$ cat config.mk
export PLATFORM = sky130hd
export DESIGN_NAME = mmr_axil_regfile
export DESIGN_NICKNAME = d
export VERILOG_FILES = /design/src/rtl/mmr_axil_regfile.sv
export SDC_FILE = /design/constraint.sdc
export NUM_CORES = 1
export LEC_CHECK = 0
export ABC_CLOCK_PERIOD_IN_PS = 2000
export CAP_MARGIN = 20
export CELL_PAD_IN_SITES_DETAIL_PLACEMENT = 2
export CELL_PAD_IN_SITES_GLOBAL_PLACEMENT = 2
export CORE_AREA = 2 2 454 456
export DETAILED_ROUTE_END_ITERATION = 12
export DIE_AREA = 0 0 456 458
export HOLD_SLACK_MARGIN = 0.05
export MAX_ROUTING_LAYER = met4
export PLACE_DENSITY = 0.51
export SLEW_MARGIN = 20
export SYNTH_ARGS = -nofsm -noshare
export SYNTH_HDL_FRONTEND = slang
export SYNTH_SLANG_ARGS = --single-unit
$ cat constraint.sdc
create_clock -name clock -period 2 [get_ports clock]
set_input_delay 0.2 -clock clock [delete_from_list [all_inputs] [get_ports clock]]
set_output_delay 0.2 -clock clock [all_outputs]
set_load 0.05 [all_outputs]
$ cat src/rtl/mmr_axil_regfile.sv
// AXI4-Lite slave register file: NREGS registers, each read-write (software
// storage) or read-only (live fabric value), with byte strobes, per-register
// read/write event pulses and SLVERR on illegal accesses.
//
// Ports:
//   clock, reset            sole clock, synchronous active-high reset
//   s_aw* / s_w* / s_b*     AXI-Lite write address, data and response channels
//   s_ar* / s_r*            AXI-Lite read address and data channels
//   hw_data                 live values for read-only registers (RW slices ignored)
//   reg_data                registered contents of RW registers (RO slices 0)
//   wr_pulse / rd_pulse     one-cycle event per successful write / read
module mmr_axil_regfile #(
    parameter int unsigned           NREGS       = 16,
    parameter int unsigned           DATA_WIDTH  = 32,
    parameter int unsigned           ADDR_WIDTH  = 12,
    parameter logic [NREGS-1:0]      RW_MASK     = {NREGS{1'b1}},
    parameter logic [DATA_WIDTH-1:0] RESET_VALUE = '0
) (
    input  logic                        clock,
    input  logic                        reset,
    input  logic [ADDR_WIDTH-1:0]       s_awaddr,
    input  logic                        s_awvalid,
    output logic                        s_awready,
    input  logic [DATA_WIDTH-1:0]       s_wdata,
    input  logic [DATA_WIDTH/8-1:0]     s_wstrb,
    input  logic                        s_wvalid,
    output logic                        s_wready,
    output logic [1:0]                  s_bresp,
    output logic                        s_bvalid,
    input  logic                        s_bready,
    input  logic [ADDR_WIDTH-1:0]       s_araddr,
    input  logic                        s_arvalid,
    output logic                        s_arready,
    output logic [DATA_WIDTH-1:0]       s_rdata,
    output logic [1:0]                  s_rresp,
    output logic                        s_rvalid,
    input  logic                        s_rready,
    input  logic [NREGS*DATA_WIDTH-1:0] hw_data,
    output logic [NREGS*DATA_WIDTH-1:0] reg_data,
    output logic [NREGS-1:0]            wr_pulse,
    output logic [NREGS-1:0]            rd_pulse
);

    localparam int unsigned NBYTES   = DATA_WIDTH / 8;
    localparam int unsigned ADDR_LSB = $clog2(NBYTES);
    localparam int unsigned IDX_W    = ADDR_WIDTH - ADDR_LSB;
    localparam int unsigned BUS_W    = NREGS * DATA_WIDTH;

    localparam logic [1:0] RESP_OKAY   = 2'b00;
    localparam logic [1:0] RESP_SLVERR = 2'b10;

    // Reset image: RW slices take RESET_VALUE, RO slices stay zero.
    function automatic logic [BUS_W-1:0] reset_image();
        logic [BUS_W-1:0] img;
        img = '0;
        for (int unsigned i = 0; i < NREGS; i++) begin
            if (RW_MASK[i]) begin
                img[i*DATA_WIDTH +: DATA_WIDTH] = RESET_VALUE;
            end
        end
        return img;
    endfunction

    localparam logic [BUS_W-1:0] REG_RESET = reset_image();

    typedef enum logic { W_IDLE, W_RESP } w_state_t;
    typedef enum logic { R_IDLE, R_DATA } r_state_t;

    w_state_t               w_state, w_state_n;
    r_state_t               r_state, r_state_n;

    logic                   aw_held, aw_held_n;
    logic                   w_held, w_held_n;
    logic [IDX_W-1:0]       awidx_q, awidx_n;
    logic [DATA_WIDTH-1:0]  wdata_q, wdata_n;
    logic [NBYTES-1:0]      wstrb_q, wstrb_n;

    logic                   awready_n, wready_n, bvalid_n, arready_n, rvalid_n;
    logic [1:0]             bresp_n, rresp_n;
    logic [DATA_WIDTH-1:0]  rdata_n;
    logic [BUS_W-1:0]       reg_data_n;
    logic [NREGS-1:0]       wr_pulse_n, rd_pulse_n;

    logic                   aw_hs, w_hs, ar_hs;
    logic [IDX_W-1:0]       widx, ridx;
    logic [DATA_WIDTH-1:0]  wdata_eff;
    logic [NBYTES-1:0]      wstrb_eff;
    logic                   w_ok, r_hit;

    // Low address bits select bytes within a register and carry no meaning here.
    logic                   unused_bits;
    assign unused_bits = &{1'b0, s_awaddr[ADDR_LSB-1:0], s_araddr[ADDR_LSB-1:0]};

    assign aw_hs = s_awvalid && s_awready;
    assign w_hs  = s_wvalid && s_wready;
    assign ar_hs = s_arvalid && s_arready;

    // A beat held from an earlier cycle takes precedence over the live bus.
    assign widx      = aw_held ? awidx_q : s_awaddr[ADDR_WIDTH-1:ADDR_LSB];
    assign wdata_eff = w_held ? wdata_q : s_wdata;
    assign wstrb_eff = w_held ? wstrb_q : s_wstrb;
    assign ridx      = s_araddr[ADDR_WIDTH-1:ADDR_LSB];

    // State and output registers for both channels.
    always_ff @(posedge clock) begin
        if (reset) begin
            w_state   <= W_IDLE;
            r_state   <= R_IDLE;
            aw_held   <= 1'b0;
            w_held    <= 1'b0;
            awidx_q   <= '0;
            wdata_q   <= '0;
            wstrb_q   <= '0;
            s_awready <= 1'b0;
            s_wready  <= 1'b0;
            s_bvalid  <= 1'b0;
            s_bresp   <= 2'b00;
            s_arready <= 1'b0;
            s_rvalid  <= 1'b0;
            s_rresp   <= 2'b00;
            s_rdata   <= '0;
            reg_data  <= REG_RESET;
            wr_pulse  <= '0;
            rd_pulse  <= '0;
        end else begin
            w_state   <= w_state_n;
            r_state   <= r_state_n;
            aw_held   <= aw_held_n;
            w_held    <= w_held_n;
            awidx_q   <= awidx_n;
            wdata_q   <= wdata_n;
            wstrb_q   <= wstrb_n;
            s_awready <= awready_n;
            s_wready  <= wready_n;
            s_bvalid  <= bvalid_n;
            s_bresp   <= bresp_n;
            s_arready <= arready_n;
            s_rvalid  <= rvalid_n;
            s_rresp   <= rresp_n;
            s_rdata   <= rdata_n;
            reg_data  <= reg_data_n;
            wr_pulse  <= wr_pulse_n;
            rd_pulse  <= rd_pulse_n;
        end
    end

    // Write channel: collect AW and W in any order, commit when both are held.
    always_comb begin
        w_state_n  = w_state;
        aw_held_n  = aw_held;
        w_held_n   = w_held;
        awidx_n    = awidx_q;
        wdata_n    = wdata_q;
        wstrb_n    = wstrb_q;
        awready_n  = s_awready;
        wready_n   = s_wready;
        bvalid_n   = s_bvalid;
        bresp_n    = s_bresp;
        wr_pulse_n = '0;
        reg_data_n = reg_data;
        w_ok       = 1'b0;

        case (w_state)
            W_IDLE: begin
                if (aw_hs) begin
                    awidx_n = s_awaddr[ADDR_WIDTH-1:ADDR_LSB];
                end
                if (w_hs) begin
                    wdata_n = s_wdata;
                    wstrb_n = s_wstrb;
                end
                if ((aw_held || aw_hs) && (w_held || w_hs)) begin
                    for (int unsigned i = 0; i < NREGS; i++) begin
                        if (RW_MASK[i] && (widx == IDX_W'(i))) begin
                            w_ok          = 1'b1;
                            wr_pulse_n[i] = 1'b1;
                            for (int unsigned k = 0; k < NBYTES; k++) begin
                                if (wstrb_eff[k]) begin
                                    reg_data_n[i*DATA_WIDTH + k*8 +: 8] = wdata_eff[k*8 +: 8];
                                end
                            end
                        end
                    end
                    bresp_n   = w_ok ? RESP_OKAY : RESP_SLVERR;
                    bvalid_n  = 1'b1;
                    awready_n = 1'b0;
                    wready_n  = 1'b0;
                    aw_held_n = 1'b0;
                    w_held_n  = 1'b0;
                    w_state_n = W_RESP;
                end else begin
                    aw_held_n = aw_held || aw_hs;
                    w_held_n  = w_held || w_hs;
                    awready_n = !(aw_held || aw_hs);
                    wready_n  = !(w_held || w_hs);
                end
            end
            W_RESP: begin
                awready_n = 1'b0;
                wready_n  = 1'b0;
                if (s_bready) begin
                    bvalid_n  = 1'b0;
                    awready_n = 1'b1;
                    wready_n  = 1'b1;
                    w_state_n = W_IDLE;
                end
            end
            default: w_state_n = W_IDLE;
        endcase
    end

    // Read channel: sample the source at the AR handshake, hold until taken.
    always_comb begin
        r_state_n  = r_state;
        arready_n  = s_arready;
        rvalid_n   = s_rvalid;
        rdata_n    = s_rdata;
        rresp_n    = s_rresp;
        rd_pulse_n = '0;
        r_hit      = 1'b0;

        case (r_state)
            R_IDLE: begin
                arready_n = 1'b1;
                if (ar_hs) begin
                    rdata_n = '0;
                    for (int unsigned i = 0; i < NREGS; i++) begin
                        if (ridx == IDX_W'(i)) begin
                            r_hit         = 1'b1;
                            rd_pulse_n[i] = 1'b1;
                            rdata_n       = RW_MASK[i] ? reg_data[i*DATA_WIDTH +: DATA_WIDTH]
                                                       : hw_data[i*DATA_WIDTH +: DATA_WIDTH];
                        end
                    end
                    rresp_n   = r_hit ? RESP_OKAY : RESP_SLVERR;
                    rvalid_n  = 1'b1;
                    arready_n = 1'b0;
                    r_state_n = R_DATA;
                end
            end
            R_DATA: begin
                arready_n = 1'b0;
                if (s_rready) begin
                    rvalid_n  = 1'b0;
                    arready_n = 1'b1;
                    r_state_n = R_IDLE;
                end
            end
            default: r_state_n = R_IDLE;
        endcase
    end

endmodule
## Yosys cells after proc, flatten, opt, wreduce, memory -nomap -nowiden

Index checks and enable logic that the tools add are counted.

| operators by class | value |
|---|---|
| equality and inequality tests | 34 |
| mux-type cells | 109 |
| bitwise operators | 4 |
| reduce and logical (&&, ||, !) cells | 82 |

Operators with widths:

| kind | number |
|---|---|
| 32-bit two-way mux | 17 |
| 4-bit AND reduction | 64 |
| 10-bit by 4-bit equality test with 1-bit output, second input constant | 16 |
| 1-bit two-way mux | 81 |
| 10-bit by 3-bit equality test with 1-bit output, second input constant | 8 |
| 10-bit by 2-bit equality test with 1-bit output, second input constant | 4 |
| 10-bit by 1-bit equality test with 1-bit output, second input constant | 2 |
| 10-bit zero test | 2 |
| 1-bit one-hot mux with 2 select lines | 7 |
| 2-bit AND reduction | 6 |
| 10-bit two-way mux | 1 |
| 2-bit != test, second input constant | 4 |
| 3-bit OR reduction | 2 |
| 1-bit logical AND | 4 |
| 2-bit two-way mux | 2 |
| 4-bit two-way mux | 1 |
| 1-bit inverter | 4 |
| 1-bit zero test | 2 |
| 1-bit logical OR | 2 |

| word-level totals | value |
|---|---|
| register bits | 635 |
| input bits | 579 |

## Longest topological paths before layout

| depth | value |
|---|---|
| depth in word-level cells | 21 |
| gate-level depth with buffers | 10 |

## Least setup slack after synthesis

Ideal clock, no wire load.

| timing path | value |
|---|---|
| kind | register to register |
| start | register s_wready |
| end | register reg_data[213] |
| arrival | 2335 ps |
| required time | 1914 ps |
| path slack | -420 ps |
| cell stages (with the launch flop) | 9 |
| clock period less this slack | 2420 ps |
| cells stage by stage | dfxtp_1 a21oi_1 nor2_2 nand3_2 buf_6 nor3_2 buf_2 nor2_1 a211oi_1 |

| on the way | value |
|---|---|
| word-level cells in the longest chain between the ends | 4 |

RTL lines:

| what | RTL line | source |
|---|---|---|
| start, declared | 27 | `output logic s_wready,` |
| start signal, assigned | 134 | `s_wready <= wready_n;` |
| 1-bit logical AND | 95 | `assign w_hs = s_wvalid && s_wready;` |
| 1-bit logical OR | 172 | `if ((aw_held \|\| aw_hs) && (w_held \|\| w_hs)) begin` |
| 1-bit logical AND | 172 |  |
| 4-bit AND reduction (no source line) | - |  |
| end signal, assigned | 141 | `reg_data <= reg_data_n;` |
| end, declared | 39 | `output logic [NREGS*DATA_WIDTH-1:0] reg_data,` |

No other way between the ends.
A chain may end at the register's enable or synchronous reset.

## Worst setup path after layout

| timing path | value |
|---|---|
| start | register aw_held |
| end | register reg_data[260] |

| on the way | value |
|---|---|
| word-level cells in the longest chain between the ends | 3 |
| elaborated cells on any way between the ends | 5 |
| classes of those cells | eq/ne (1); mux (1); reduce/logical (3) |

RTL lines:

| what | RTL line | source |
|---|---|---|
| start, declared | 72 | `logic aw_held, aw_held_n;` |
| start signal, assigned | 128 | `aw_held <= aw_held_n;` |
| 10-bit two-way mux / 1-bit logical OR (equally long branches) | 99, 172 |  |
| 10-bit by 4-bit equality test with 1-bit output / 1-bit logical AND (equally long branches) | 174, 172 |  |
| 4-bit AND reduction (no source line) (*) | - |  |

Mark *: on every way between the ends. The rest lies on a longest branch, timed or not.

==> metrics.txt <==
Worst Hold Class input port to flip-flop; GR Layer Usage met1 about a quarter; number of max-cap violations 0; register area share after synthesis between 40% and 50%; worst slew pin tran between 0.7 and 0.8 ns; Power per Cell Area roughly 670 nW/µm²; io pins between 1,000 and 1,500; WS Path Type flip-flop to flip-flop; failing checks setup timing; drt initial violations between 1,500 and 2,000; core footprint 204,000 µm²; Via Count ~30,000; largest family of logic cells by synthesized area compound AO/OA/AOI/OAI gates; first-pass GRT wire length 284 mm; Finish-stage setup viols ~650; Leakage roughly 18 nW; die area 209,000 µm²; Sink Count 633; final core utilization around a quarter; fillers around 23,000; initial antenna violation count 37; Synth Area in XOR/XNOR less than 1%; vias in the first global route around 30,000; CTS clk-pin slew, worst paths approximately 0.060 ns; Netlist cell types 70; async set or reset register ratio after synthesis 0%; outcome complete, but fails checks; Rows about 170; hold_ws around 0.11 ns; Max-slew headroom a little over 50%; Detailed Routing Iterations Pass 1 7; Die Wd approximately 460 µm; CP endpoint kind flip-flop; final setup margin -0.293 ns; depth of the CTS H-tree 3; most frequent cells in the layout 626 x dfxtp_1, 539 x buf_4, 538 x nor2_1; Post-synth EDFFs 0; Mapped Avg Cell Area a little under 9 µm²; largest net degree at the start of global routing 93; Die Ht 458 µm; final hold vios 0; layout cell share with drive strength beyond 1 35.0%; RSZ-0062 raised after global routing yes; Netlist Area Pre-Place approximately 27,000 µm²; root buf cell clkbuf_16; Routed Antenna Nets 0; Placer Congestion 0.869; Buffers on Ports 645; CTS Buffer Depth 3; final net count 4,736; Initial Util 13.1%; count of state elements after synthesis 633; crit share post-route 115%; gr busiest metal met2; GRT Util Overall between 20 and 25%; total grt overflow 0; Remaining DRCs 0; Synthesis Warnings 0; Clock Latency Late Sink ~0.74 ns; Worst EP arrival between 2 and 3 ns; Vias per Instance ~4.4; drt total wl 219 mm; fin crit period 2.29 ns; total CTS buffers 83; Final Skew ~0.04 ns; area growth from synthesis to layout 78.2%; DR WL/cell about 32 µm; final slew viol count 0; Setup Slack @ Placement -1.19 ns; Max Clk Rate 0.436 GHz; Power Total about 32 mW; startpoint class of the critical path flip-flop; Main synth FF type dfxtp_1; Worst VDD drop roughly 0.00056 V; worst endpoint required time 2.62 ns; post-synthesis cell count between 3,000 and 4,000; M2 GR Usage around 33%; Max FO, Critical Path 6; Synth Area in Adders 0%; CTS tree yes; multiplexer share of the synthesized area 4.53%; post-synthesis compound-gate area fraction a little under a quarter; detailed placement HPWL 170 mm; M3 GR Usage under 10%; simple-gate share of the synthesized area between 10% and 20%; commonest non-fill, non-tap cell in the layout dfxtp_1
kinds of logic after synthesis:
kind of cell    Yosys count
other cells               1
compound gates          867
xor+xnor                  1
buf+inv                 328
mux                     119
simple gates           1096
flops                   633
cell usage after synthesis, types with 5 or more instances:
| library cell | count | area, µm² |
|---|---|---|
| a211oi_1 | 452 | 3390 |
| a21o_1 | 6 | 45.0 |
| a21oi_1 | 95 | 475 |
| a221o_1 | 9 | 90.1 |
| a221oi_1 | 13 | 114 |
| a222oi_1 | 19 | 190 |
| a22o_1 | 5 | 43.8 |
| a22oi_1 | 82 | 616 |
| buf_1 | 9 | 33.8 |
| buf_2 | 103 | 515 |
| buf_4 | 5 | 37.5 |
| buf_6 | 5 | 56.3 |
| clkbuf_1 | 164 | 616 |
| dfxtp_1 | 633 | 12700 |
| inv_1 | 42 | 158 |
| mux2_2 | 10 | 113 |
| mux2i_1 | 109 | 1090 |
| nand2_1 | 188 | 706 |
| nand2b_1 | 12 | 75.1 |
| nand3_1 | 40 | 200 |
| nand3b_1 | 5 | 37.5 |
| nand4_1 | 25 | 156 |
| nor2_1 | 629 | 2360 |
| nor2b_1 | 6 | 37.5 |
| nor3_1 | 54 | 270 |
| nor3_2 | 38 | 380 |
| nor3_4 | 11 | 179 |
| nor3b_1 | 6 | 45.0 |
| nor4_1 | 21 | 131 |
| o211ai_1 | 23 | 173 |
| o21a_1 | 19 | 143 |
| o21ai_0 | 44 | 220 |
| o21ai_1 | 16 | 80.1 |
| o221ai_1 | 9 | 78.8 |
| o22ai_1 | 48 | 300 |
| o32ai_1 | 8 | 70.1 |
| or2_2 | 8 | 50.1 |
| or3_1 | 16 | 100 |
| or4_1 | 11 | 82.6 |
flip-flops by register name (all words and copies together), names as in the netlist:
| register | count |
|---|---|
| s_rdata | 32 |
| wr_pulse | 16 |
| s_bvalid | 1 |
| r_state | 1 |
| awidx_q | 10 |
| reg_data | 512 |
| wdata_q | 32 |
| aw_held | 1 |
| s_rvalid | 1 |
| s_awready | 1 |
| rd_pulse | 16 |
| w_held | 1 |
| w_state | 1 |
| s_wready | 1 |
| s_arready | 1 |
| wstrb_q | 4 |
| s_bresp | 1 |
| s_rresp | 1 |
report_power, final:
group / internal (mW) / total (mW) / switching (mW)
Clock: 9.10 / 15.8 / 6.65
Combinational: 1.14 / 3.10 / 1.96
Sequential: 12.7 / 12.8 / 0.0644
cell type report:
cell class              instances  area, µm²  area share [%]
flip-flops and latches        633      12700            26.8
clock buffers                 121       2430            5.13
multi-input cells            2085      14500            30.6
clock inverters                25        349           0.737
well taps                    2688       3360            7.10
inverters                      42        158           0.333
repair buffers               1312      13800            29.2
diodes                         21       52.6           0.111
routing by layer:
layer / up-vias / wire [µm]
met2: 991 / 103000
met1: 15800 / 94400
li1: 13400 / -
met5: - / 0
met4: 0 / 8610
met3: 253 / 12600
worst paths after layout:
kind / from / to / slack [ns] / cells after the start
hold / removal: s_wdata[20] / wdata_q[20] / 0.11 / 3
setup reg to reg: aw_held / reg_data[260] / -0.29 / 11
setup / recovery: aw_held / reg_data[260] / -0.29 / 11
hold reg to reg: wstrb_q[2] / wstrb_q[2] / 0.45 / 2
timing repair:
action,4_1_cts,5_1_grt
hold buffers,23,0
endpoints found under the setup margin,943,707
gates cloned,14,19
buffers inserted,78,77
endpoints found under the hold margin,41,0
pin swaps,87,150
resized for setup,700,360
worst max-delay path, stage by stage (launching register included):
cell and delay, ns:
dfxtp_4 0.37, buf_6 0.14, nor3_4 0.16, or2_4 0.24, nand3_4 0.18, buf_12 0.19
buf_12 0.14, nor3_4 0.20, buf_12 0.15, buf_12 0.13, nor2_2 0.04, a211oi_1 0.23
through the flow:
step	setup TNS, ns	cell area, µm²	instances
floorplan	-2.94	27000	3046
global placement	-263.22	40300	6562
finish	-73.79	47400	6927
global route	-138.17	47400	6923
detailed placement	-280.02	40300	6562
CTS	-93.98	45000	6822
(Power assumes the default switching activity.)
